`src/rtl/pipe_skid_reg.sv`:
```
// Two-entry elastic pipeline stage (main + skid register) with valid/ready handshake,
// control-only flush and saturating stall/bubble counters.
module pipe_skid_reg #(
    parameter int unsigned DATA_W = 96,
    parameter int unsigned CTRL_W = 16,
    parameter int unsigned CNT_W  = 16
) (
    input  logic              clock,
    input  logic              reset_n,
    input  logic              flush,
    input  logic              in_valid,
    output logic              in_ready,
    input  logic [CTRL_W-1:0] in_ctrl,
    input  logic [DATA_W-1:0] in_data,
    output logic              out_valid,
    input  logic              out_ready,
    output logic [CTRL_W-1:0] out_ctrl,
    output logic [DATA_W-1:0] out_data,
    output logic [CNT_W-1:0]  stall_cnt,
    output logic [CNT_W-1:0]  bubble_cnt
);

    // Encoding is {main valid, skid valid}.
    typedef enum logic [1:0] {
        EMPTY = 2'b00,
        ONE   = 2'b10,
        FULL  = 2'b11
    } state_t;

    localparam logic [CNT_W-1:0] CNT_ONE = CNT_W'(1);

    state_t            state;
    state_t            state_nxt;
    logic [CTRL_W-1:0] skid_ctrl;
    logic [DATA_W-1:0] skid_data;

    logic in_xfer;
    logic out_xfer;
    logic load_main_in;
    logic load_main_skid;
    logic load_skid;
    logic clear_skid;

    assign out_valid = (state != EMPTY);
    assign in_xfer   = in_valid & in_ready;
    assign out_xfer  = out_valid & out_ready;

    always_comb begin
        state_nxt      = state;
        load_main_in   = 1'b0;
        load_main_skid = 1'b0;
        load_skid      = 1'b0;
        clear_skid     = 1'b0;
        case (state)
            EMPTY: begin
                if (in_xfer) begin
                    state_nxt    = ONE;
                    load_main_in = 1'b1;
                end
            end
            ONE: begin
                if (in_xfer && out_xfer) begin
                    load_main_in = 1'b1;
                end else if (in_xfer) begin
                    state_nxt = FULL;
                    load_skid = 1'b1;
                end else if (out_xfer) begin
                    state_nxt = EMPTY;
                end
            end
            FULL: begin
                if (out_xfer) begin
                    state_nxt      = ONE;
                    load_main_skid = 1'b1;
                    clear_skid     = 1'b1;
                end
            end
            default: state_nxt = EMPTY;
        endcase
    end

    // in_ready is its own flop so out_ready never reaches upstream combinationally.
    always_ff @(posedge clock) begin
        if (!reset_n) begin
            state     <= EMPTY;
            in_ready  <= 1'b1;
            out_ctrl  <= '0;
            out_data  <= '0;
            skid_ctrl <= '0;
            skid_data <= '0;
        end else if (flush) begin
            state     <= EMPTY;
            in_ready  <= 1'b1;
            out_ctrl  <= '0;
            skid_ctrl <= '0;
        end else begin
            state    <= state_nxt;
            in_ready <= (state_nxt != FULL);
            if (load_main_in) begin
                out_ctrl <= in_ctrl;
                out_data <= in_data;
            end else if (load_main_skid) begin
                out_ctrl <= skid_ctrl;
                out_data <= skid_data;
            end
            if (load_skid) begin
                skid_ctrl <= in_ctrl;
                skid_data <= in_data;
            end else if (clear_skid) begin
                skid_ctrl <= '0;
                skid_data <= '0;
            end
        end
    end

    // Counters ignore flush; only reset clears them.
    always_ff @(posedge clock) begin
        if (!reset_n) begin
            stall_cnt  <= '0;
            bubble_cnt <= '0;
        end else begin
            if (out_valid && !out_ready && (stall_cnt != '1)) begin
                stall_cnt <= stall_cnt + CNT_ONE;
            end
            if (!out_valid && (bubble_cnt != '1)) begin
                bubble_cnt <= bubble_cnt + CNT_ONE;
            end
        end
    end

endmodule
```
`config.mk`:
```
export PLATFORM = sky130hd
export DESIGN_NAME = pipe_skid_reg
export DESIGN_NICKNAME = d
export VERILOG_FILES = /design/src/rtl/pipe_skid_reg.sv
export SDC_FILE = /design/constraint.sdc
export NUM_CORES = 1
export LEC_CHECK = 0
export CAP_MARGIN = 10
export CORE_MARGIN = 3
export CORE_UTILIZATION = 50
export DETAILED_ROUTE_END_ITERATION = 8
export GPL_TIMING_DRIVEN = 0
export PLACE_DENSITY = 0.87
export RECOVER_POWER = 25
export SYNTH_ARGS = -nofsm -noshare
export SYNTH_HDL_FRONTEND = slang
export SYNTH_SLANG_ARGS = --single-unit
export TNS_END_PERCENT = 1
```
`constraint.sdc`:
```
create_clock -name clock -period 2.45 [get_ports clock]
set_input_delay 0.245 -clock clock [delete_from_list [all_inputs] [get_ports clock]]
set_output_delay 0.245 -clock clock [all_outputs]
set_load 0.01 [all_outputs]
```
==> metrics.md <==
| Metric | Value |
|---|---|
| Row cnt | 53 |
| Skew final | 5.78 ps |
| CTS tree | built |
| Final Max Slew Viols | 0 |
| CTS max path bufs | 3 |
| Worst skew pair latency | 520 ps |
| Total gr overflow | 0 |
| Critical path depth | 7 |
| CP startpoint kind | register |
| Worst Setup End Kind | register |
| P&R area growth vs syn | 35.5% |
| Main synth FF type | dfxtp_1 |
| Hold path cells | 3 |
| Buf+Inv Stages, Crit Path | 3 |
| Die Height | 154 um |
| CP most frequent cell | buf_2 |
| Setup bufs post-CTS | 0 |
| Drt total wl | 33.8 mm |
| Least-Margin Pin Slew | 852 ps |
| Global-route wire length before repair | 52.6 mm |
| Worst Path Max Fanout | 10 |
| CP Data Required Time | 2910 ps |
| Max rail drop VDD | 0.000524 V |
| RR Startpoint | state[0] |
| Hold Path Sink | stall_cnt[15] |
| Dpl ws | -348 ps |
| Pwr Density | 674 mW/mm^2 |
| Critical hold path startpoint | reset_n |
| Total track usage | 0.269 |
| Sequential area share after synthesis | 0.473 |
| Main area contributors after synthesis | dfxtp_1, mux2_1, o311a_1 |
| Vias per cell | 6.12 |
| Largest net degree at the start of global routing | 15 |
| Antenna violations before repair | 3 |
| Outcome | finished clean |
| Worst reg2reg endpoint | skid_data[71] |
| CP top delay family | simple AND/OR/NAND/NOR gates |
| Antenna Nets Post-Route | 0 |
| TritonCTS Sinks | 259 |
| Fin. Hold Viols | 0 |
| Horiz. Die Dim | 154 um |
| # port buffers | 260 |
| Most frequent cell after synthesis | dfxtp_1 |
| First-pass DRT Iterations | 5 |
| Slowest cell on the critical path | nor2_2 |
| Max cap viols | 0 |
| Slew HR | 0.429 |
| Post-synthesis register bit count | 259 |
| Number of enable flip-flop cells after synthesis | 0 |
| Synth Warn # | 0 |
| WL/cell | 20.8 um |
| Tcrit/Tclk final | 0.963 |
| Root Driver | clkbuf_16 |
| Post-cts hold buffer count | 0 |
| Worst min path class | primary input to register |
| Post-synth top area share | 0.473 |
| DP HPWL | 24.0 mm |
| Placer Congestion | 0.825 |
| Crit-path cells | buf_2, and3b_1, nand3_1, nor2_2, buf_2, buf_4, a22o_1 |
| Post-Syn Area | 0.0110 sq mm |
| Share of cells above drive strength 1 | 0.0622 |
| Initial DRC Count | 627 |
| CTS buffer count | 27 |
| Reg2reg setup slack | 90 ps |
| F_max | 0.424 GHz |
| Crit Path Category | register to register |
| Syn_nets | 1165 |
| DR DRC count | 0 |
| Clock period minus final worst setup slack | 2360 ps |
| Sum Neg Setup Slack | 0 ps |
| Multi-input combinational cell area | 0.00524 sq mm |
| Worst path arrival time | 2820 ps |
| Final #Nets | 1454 |
| Full die area | 0.0237 sq mm |
| RSZ-0062 raised after global routing | false |
| Yosys top cell by area | dfxtp_1 |
| Unique masters post-synth | 46 |
| Post-synth ARST share | 0 |
| Syn Area/Cell | 10.5 sq um |
| Core area | 0.0213 sq mm |
| Fillers | 1557 |
| Via count | 9969 |
| Max incr delay on CP | 490 ps |
| Register Area | 0.00518 sq mm |
| Setup WS post-layout | 90.4 ps |
| Num ports | 263 |
| Initial Util | 0.515 |
| R2R cell count | 7 |
| Vias in the first global route | 9718 |
| Most common library cells after synthesis | dfxtp_1, o21bai_1, o311a_1 |
| Clock Pin Slew Worst Setup and Hold Paths | 60 ps |
| Endpoints failing setup | 0 |
| H-tree depth | 1 |
| Mapped Cells | 1046 |
| P_leak | 5.97 nW |
-- where the power goes --
group	total [mW]	leakage, nW	internal [mW]	switching, mW
logic	1.26	3.41	0.638	0.620
registers	4.43	2.11	4.35	0.0811
clock network	4.31	0.450	2.63	1.68
-- sequential cells by signal (all words and copies together) (netlist names) --
name	count
out_data	96
skid_data	96
bubble_cnt	16
out_ctrl	16
skid_ctrl	16
stall_cnt	16
state	2
in_ready	1
-- layout make-up --
type / instances / share of cell area
clock buffers: 36 / 0.0525
inverters: 7 / 0.00177
plain buffers: 108 / 0.0347
clock inverters: 9 / 0.0103
well taps: 275 / 0.0232
multi-input cells: 672 / 0.353
flip-flops and latches: 259 / 0.349
diodes: 2 / 0.000337
repair buffers: 260 / 0.175
-- stage by stage --
stage | util | cells | hold slack (ps) | power [mW] | instance area [sq um]
floorplan | - | 1046 | 378 | 5.14 | 11000
global placement | 0.653 | 1581 | 450 | 5.78 | 13900
detailed placement | 0.653 | 1581 | 455 | 5.80 | 13900
CTS | 0.697 | 1626 | 278 | 10.1 | 14800
global route | 0.697 | 1628 | 308 | 10.3 | 14800
finish | 0.697 | 1628 | 289 | 10.0 | 14800
-- cells by family after synthesis --
logic type | after synthesis | synth area share
compound gates | 378 | 0.278
xor+xnor | 3 | 0.00240
fa+ha+maj | 2 | 0.00228
buf+inv | 115 | 0.0493
flops | 259 | 0.473
mux | 116 | 0.117
simple gates | 173 | 0.0776
-- worst max path at each step --
| stage | start | to | slack [ps] |
|---|---|---|---|
| 6_report | state[0] | skid_data[71] | 90 |
| 5_1_grt | bubble_cnt[0] | bubble_cnt[0] | 30 |
| 4_1_cts | state[0] | skid_data[71] | 130 |
| 3_5_place_dp | in_valid | skid_data[71] | -350 |
| 3_3_place_gp | in_valid | skid_data[72] | -280 |
| 2_1_floorplan | bubble_cnt[0] | bubble_cnt[0] | 580 |
-- timing repair --
action	in CTS	in global routing
gates cloned	0	0
setup endpoints to repair	20	1
resized for setup	1	1
-- layout by cell type, fill, tap and decap left out, types with 7 or more instances in the layout --
cell type        Yosys  final
nor2_1              54     53
a21oi_1             39     39
a211oi_1            16     16
clkbuf_8             0      7
buf_6               11     11
dlygate4sd3_1        0     92
clkbuf_1            65     67
nand2_1             36     36
nand4_1             12     12
clkbuf_16            0     27
or3_1               17     17
mux2_1              90     90
clkdlybuf4s50_1      0    168
buf_1               15     14
buf_2               15     15
a22o_1              68     68
dfxtp_1            259    259
o21ai_0             17     17
a22oi_1             28     28
o311a_1             97     97
mux2i_1             20     20
o21bai_1            97     97
nand3_1             26     26
-- worst register-to-register path, cell delays in order (launching register included) --
cell     delay [ps]
dfxtp_1         290
buf_2           150
and3b_1         280
nand3_1         300
nor2_2          490
buf_2           370
buf_4           240
a22o_1          180
-- metal layers --
| layer | track usage | vias to the layer above | part of all wire | wire (um) |
|---|---|---|---|---|
| met1 | 0.348 | 4838 | 0.41 | 13900 |
| li1 | - | 4606 | - | - |
| met2 | 0.436 | 444 | 0.47 | 15800 |
| met5 | 0 | - | 0.00038 | 13 |
| met3 | 0.0690 | 79 | 0.090 | 3030 |
| met4 | 0.0984 | 2 | 0.032 | 1090 |
Power figures use the tool's default switching activity.
